File: src/rtl/vdp_pkg.sv
// rtl/vdp_pkg.sv - shared types and widths for the VDP VRAM arbiter
package vdp_pkg;

   localparam int VRAM_AW = 14;
   localparam int VRAM_DW = 8;

   typedef enum logic [1:0] {
      IDLE,
      WRITE,
      READ,
      READ_WAIT
   } arb_state_t;

   typedef struct packed {
      logic [VRAM_AW-1:0] addr;
      logic [VRAM_DW-1:0] data;
   } wr_entry_t;

endpackage

File: src/rtl/vdp_wr_fifo.sv
// rtl/vdp_wr_fifo.sv - posted-write FIFO holding {addr,data} CPU writes
module vdp_wr_fifo
   import vdp_pkg::*;
#(
   parameter int FIFO_DEPTH = 4
) (
   input  logic                        clk,
   input  logic                        rst_L,
   input  logic                        push,
   input  wr_entry_t                   push_entry,
   input  logic                        pop,
   output wr_entry_t                   head,
   output logic                        full,
   output logic                        empty,
   output logic [$clog2(FIFO_DEPTH):0] count
);

   // One extra pointer bit distinguishes full from empty when the indices match.
   localparam int PW = $clog2(FIFO_DEPTH) + 1;

   wr_entry_t       mem [FIFO_DEPTH];
   logic [PW-1:0]   wptr;
   logic [PW-1:0]   rptr;
   logic            do_push;
   logic            do_pop;

   assign full    = (wptr[PW-1] != rptr[PW-1]) && (wptr[PW-2:0] == rptr[PW-2:0]);
   assign empty   = (wptr == rptr);
   assign count   = wptr - rptr;
   assign do_push = push && !full;
   assign do_pop  = pop && !empty;
   assign head    = mem[rptr[PW-2:0]];

   // Pointers advance modulo 2*FIFO_DEPTH; reset empties the queue.
   always_ff @(posedge clk or negedge rst_L) begin
      if (!rst_L) begin
         wptr <= '0;
         rptr <= '0;
      end else begin
         if (do_push) wptr <= wptr + PW'(1);
         if (do_pop)  rptr <= rptr + PW'(1);
      end
   end

   // Entry storage; contents are don't-care until the write pointer passes them.
   always_ff @(posedge clk) begin
      if (do_push) mem[wptr[PW-2:0]] <= push_entry;
   end

endmodule

File: src/rtl/vdp_vram_arbiter.sv
// rtl/vdp_vram_arbiter.sv - CPU/display VRAM port arbiter with posted writes; optional VDP_ARB_STATS_EN adds stall_cnt
module vdp_vram_arbiter
   import vdp_pkg::*;
#(
   parameter int FIFO_DEPTH = 4
) (
   input  logic               clk,
   input  logic               rst_L,
   input  logic               disp_go,
   input  logic               screen_busy,
   input  logic               cpu_wr,
   input  logic               cpu_rd,
   input  logic [VRAM_AW-1:0] cpu_addr,
   input  logic [VRAM_DW-1:0] cpu_wdata,
   output logic               cpu_ready,
   output logic               cpu_rvalid,
   output logic [VRAM_DW-1:0] cpu_rdata,
   output logic               vram_en,
   output logic               vram_we,
   output logic [VRAM_AW-1:0] vram_addr,
   output logic [VRAM_DW-1:0] vram_wdata,
   input  logic [VRAM_DW-1:0] vram_rdata,
   output logic               fifo_full,
   output logic               fifo_empty
`ifdef VDP_ARB_STATS_EN
   ,
   output logic [15:0]        stall_cnt
`endif
);

   localparam int PW = $clog2(FIFO_DEPTH) + 1;

   arb_state_t         state;
   logic [VRAM_AW-1:0] rd_addr_q;
   logic [VRAM_DW-1:0] rdata_q;
   logic               wr_acc;
   logic               rd_acc;
   logic               pop;
   logic [PW-1:0]      count;
   wr_entry_t          head;
   wr_entry_t          push_entry;
   logic               unused_screen_busy;

   // Display fetch timing is fully expressed by disp_go; the window flag is informational here.
   assign unused_screen_busy = screen_busy;

   // Writes win over reads; reads wait for an empty FIFO and an idle port so they see all prior writes.
   assign wr_acc     = rst_L && cpu_wr && !fifo_full;
   assign rd_acc     = rst_L && cpu_rd && !cpu_wr && fifo_empty && (state == IDLE) && !disp_go;
   assign cpu_ready  = wr_acc || rd_acc;
   assign push_entry = '{addr: cpu_addr, data: cpu_wdata};

   // A display slot always steals the port, so a WRITE cycle under disp_go neither strobes nor pops.
   assign pop        = (state == WRITE) && !disp_go;
   assign vram_we    = pop;
   assign vram_en    = pop || ((state == READ) && !disp_go);
   assign vram_addr  = (state == WRITE) ? head.addr :
                       (state == READ)  ? rd_addr_q : '0;
   assign vram_wdata = (state == WRITE) ? head.data : '0;
   assign cpu_rvalid = (state == READ_WAIT);
   assign cpu_rdata  = (state == READ_WAIT) ? vram_rdata : rdata_q;

   vdp_wr_fifo #(
      .FIFO_DEPTH (FIFO_DEPTH)
   ) u_wr_fifo (
      .clk        (clk),
      .rst_L      (rst_L),
      .push       (wr_acc),
      .push_entry (push_entry),
      .pop        (pop),
      .head       (head),
      .full       (fifo_full),
      .empty      (fifo_empty),
      .count      (count)
   );

   // Port sequencer: drain posted writes, else serve one read with a fixed 2-cycle turnaround.
   always_ff @(posedge clk or negedge rst_L) begin
      if (!rst_L) begin
         state     <= IDLE;
         rd_addr_q <= '0;
         rdata_q   <= '0;
      end else begin
         case (state)
            IDLE: begin
               if (!fifo_empty && !disp_go) begin
                  state <= WRITE;
               end else if (rd_acc) begin
                  state     <= READ;
                  rd_addr_q <= cpu_addr;
               end
            end
            WRITE: begin
               if (disp_go)
                  state <= IDLE;
               else if ((count > PW'(1)) || wr_acc)
                  state <= WRITE;
               else
                  state <= IDLE;
            end
            READ: begin
               if (!disp_go) state <= READ_WAIT;
            end
            READ_WAIT: begin
               rdata_q <= vram_rdata;
               state   <= IDLE;
            end
            default: state <= IDLE;
         endcase
      end
   end

`ifdef VDP_ARB_STATS_EN
   // Saturating count of cycles where posted writes are held off by display fetches.
   always_ff @(posedge clk or negedge rst_L) begin
      if (!rst_L)
         stall_cnt <= '0;
      else if (!fifo_empty && disp_go && (stall_cnt != 16'hFFFF))
         stall_cnt <= stall_cnt + 16'd1;
   end
`endif

endmodule

File: config.mk
export PLATFORM = sky130hd
export DESIGN_NAME = vdp_vram_arbiter
export DESIGN_NICKNAME = d
export VERILOG_FILES = /design/src/rtl/vdp_pkg.sv /design/src/rtl/vdp_wr_fifo.sv /design/src/rtl/vdp_vram_arbiter.sv
export SDC_FILE = /design/constraint.sdc
export NUM_CORES = 1
export LEC_CHECK = 0
export CORE_MARGIN = 2
export CORE_UTILIZATION = 50
export CTS_CLUSTER_SIZE = 10
export DETAILED_ROUTE_END_ITERATION = 6
export DONT_BUFFER_PORTS = 1
export PLACE_DENSITY_LB_ADDON = 0.1
export RECOVER_POWER = 50
export SYNTH_ARGS = -nofsm -noshare
export SYNTH_HDL_FRONTEND = slang
export SYNTH_SLANG_ARGS = --single-unit
File: constraint.sdc
create_clock -name clk -period 4.4 [get_ports clk]
set_input_delay 1.32 -clock clk [delete_from_list [all_inputs] [get_ports clk]]
set_output_delay 1.32 -clock clk [all_outputs]
set_load 0.03 [all_outputs]
==> flow_metrics.py, run 1 <==
metrics = {
    "cts": {
        "clock_path_buffers": 2,
        "cts_tree": "yes",
        "post_cts_buffers": 0,
        "post_cts_resized": 0,
        "numCtsBuffers": 17,
        "cts.clk_slew.worst_paths_ns": 0.06,
        "cts_root_buf": "clkbuf_8",
        "cts_htree_levels": 4,
        "hold_buffers": 0,
        "clk_latency_ns": 0.51,
        "clkSinkCount": 118,
    },
    "hold_path": {
        "hp-class": "in -> async",
    },
    "logic_synthesis": {
        "synth_top_area_cell": "edfxtp_1",
        "ys.warnings.count": 0,
        "netlist_area_um2": 4830,
        "syn_area_per_cell_um2": 19.6,
        "synth.area.top_cells": "edfxtp_1 (55%), dfrtp_1 (16%), mux4_2 (10%)",
        "synth.distinct_cells": 37,
        "synth_top_area_share_pct": 54.7,
        "syn_nets": 290,
        "synth-seq-cells": 118,
        "ys_seq_area_share_pct": 70.3,
        "netlist_instances": 246,
    },
    "setup_path": {
        "rr_startpoint": "u_wr_fifo.rptr[0]",
        "end_kind": "output pin",
        "r2r_cells": 5,
        "path_class": "reg -> out",
        "cpPeakStageDelay_ns": 0.71,
        "cp_top_family": "flip-flops",
        "crit_arrival_ns": 2.50,
        "cp_slowest_cell": "dfrtp_2",
        "r2r_end": "rd_addr_q[0]",
        "path_buf_inv": 1,
        "r2r_setup_slack_ns": 1.51,
        "startpoint_type": "flop",
        "crit_path_max_fanout": 16,
        "required_ns": 3.08,
        "crit_chain": "buf_4 -> mux4_2 -> a22o_1",
    },
    "global_routing": {
        "grt_pass1_wl_um": 13600,
        "grt_antenna_before_repair": 0,
        "grt_pass1_vias": 2458,
        "track_usage_pct": 18.9,
        "grt_max_degree": 34,
        "overflow": 0,
    },
    "layout": {
        "fillers": 694,
        "fin_nets": 304,
        "final_common_cell": "edfxtp_1",
        "syn_to_final_growth_pct": 16.2,
        "drive_gt1_share_pct": 30.8,
        "finalNonFillerCells": 402,
        "stdcell_area_um2": 5610,
        "diodes": 0,
        "final_cell_mix": "edfxtp_1 (88), dfrtp_1 (29), mux4_2 (22)",
    },
    "detailed_routing": {
        "route.vias.total": 2282,
        "ant_nets": 0,
        "drt-total-wl_um": 8850,
        "drc": 0,
        "first_iter_violations": 52,
        "first_pass_iters": 5,
        "detail_route.wl_per_cell_um": 22.0,
        "viasPerCell": 5.68,
    },
    "timing": {
        "setup_viol_count_final": 0,
        "relSlewSlack_pct": 7.89,
        "maxSlewViolCount": 0,
        "fin_skew_ns": 0.00860,
        "max_freq_mhz": 262,
        "period_share_pct": 86.7,
        "tns_ns": 0,
        "hold_viol_final": 0,
        "grt_setup_unrepaired": "false",
        "hold_slack_ns": 0.496,
        "min_period_ns": 3.82,
        "worstMarginPinSlew_ns": 1.38,
    },
    "floorplan": {
        "core_um2": 9330,
        "die-height_um": 102,
        "die_w_um": 102,
        "row_count": 35,
        "start_util_pct": 51.8,
        "dieArea_um2": 10500,
        "ios": 72,
    },
    "status": {
        "status": "completed",
    },
    "pwr": {
        "p_total_mw": 4.35,
        "p_per_area_nw_per_um2": 774,
        "ir_worst_vdd_mv": 0.454,
        "cellLeakagePower_nw": 2.06,
    },
    "place": {
        "hpwlAfterDp_um": 5200,
        "dp_cells": 370,
        "place_congestion": 0.661,
        "io_buffer_count": 0,
        "dpl_cell_area_um2": 4990,
    },
    "job": {
        "max-cap-violations": 0,
    },
}
worst max-delay path by stage:
stage                            startpoint       endpoint  slack [ns]  depth (start not counted)
after floorplan                     disp_go      cpu_ready        0.77                          4
after global placement              disp_go      cpu_ready        1.05                          4
after detailed placement            disp_go      cpu_ready        1.05                          4
after CTS                 u_wr_fifo.rptr[0]  vram_addr[12]        0.50                          3
after global routing      u_wr_fifo.rptr[0]      cpu_ready        0.39                          5
final                     u_wr_fifo.rptr[0]  vram_addr[12]        0.58                          3
sequential cells by signal, indices dropped and copies added, names as in the netlist:
name,count
state,2
u_wr_fifo.rptr,3
rd_addr_q,14
u_wr_fifo.mem,88
rdata_q,8
u_wr_fifo.wptr,3
stage by stage:
| stage | utilization [%] | setup WS, ns |
|---|---|---|
| 2_1_floorplan | - | 0.768 |
| 3_5_place_dp | 53.5 | 1.05 |
| 5_1_grt | 60.2 | 0.394 |
| 4_1_cts | 60.4 | 0.498 |
| 6_report | 60.2 | 0.585 |
| 3_3_place_gp | 53.5 | 1.05 |
cell type report:
class | count | area, um2 | area share, %
multi-input combinational | 112 | 1350 | 24.1
tap | 129 | 161 | 2.88
inverter | 5 | 18.8 | 0.334
sequential | 118 | 3390 | 60.5
clock buffer | 19 | 453 | 8.07
timing repair buffer | 6 | 41.3 | 0.736
clock inverter | 13 | 193 | 3.43
metal layers:
metal,share of wire [%],vias up,GRT usage (%)
li1,-,1010,-
met5,0,-,0
met3,5.1,9,7.39
met4,1.4,0,7.59
met2,52,61,30.5
met1,41,1202,22.9
cells by family after synthesis:
logic type,after synthesis,share of synthesized area [%]
and+or+nand+nor,28,3.83
muxes,46,16.6
buffers and inverters,16,1.66
AOI/OAI and AO/OA,24,4.15
xor gates and xnor gates,6,1.24
adders and majority gates,8,2.23
DFF,118,70.3
Yosys cell counts, drive strengths merged:
cell type  instances
edfxtp            88
dfrtp             30
mux2              24
mux4              22
a22o              14
and2              12
buf                7
ha                 7
inv                5
nor2               5
clkbuf             4
nand2              4
xnor2              4
a21oi              2
nand4              2
o21ai              2
xor2               2
a311oi             1
a31o               1
a31oi              1
and4bb             1
fa                 1
nand3              1
nand4b             1
nor2b              1
nor3b              1
o211ai             1
o21ba              1
o31a               1
power by group:
group | switching (mW) | internal [mW] | total, mW
Clock | 0.499 | 0.975 | 1.47
Sequential | 0.141 | 1.44 | 1.58
Combinational | 0.806 | 0.483 | 1.29
Total | 1.45 | 2.90 | 4.35
Note: power is estimated with default switching activity, not from simulation.
==> run 2, diff against run 1 <==
GPL_TIMING_DRIVEN = 1   (was not set)
==> results of run 2 <==
The final DEF is identical to that of run 1; final timing and power are the same.
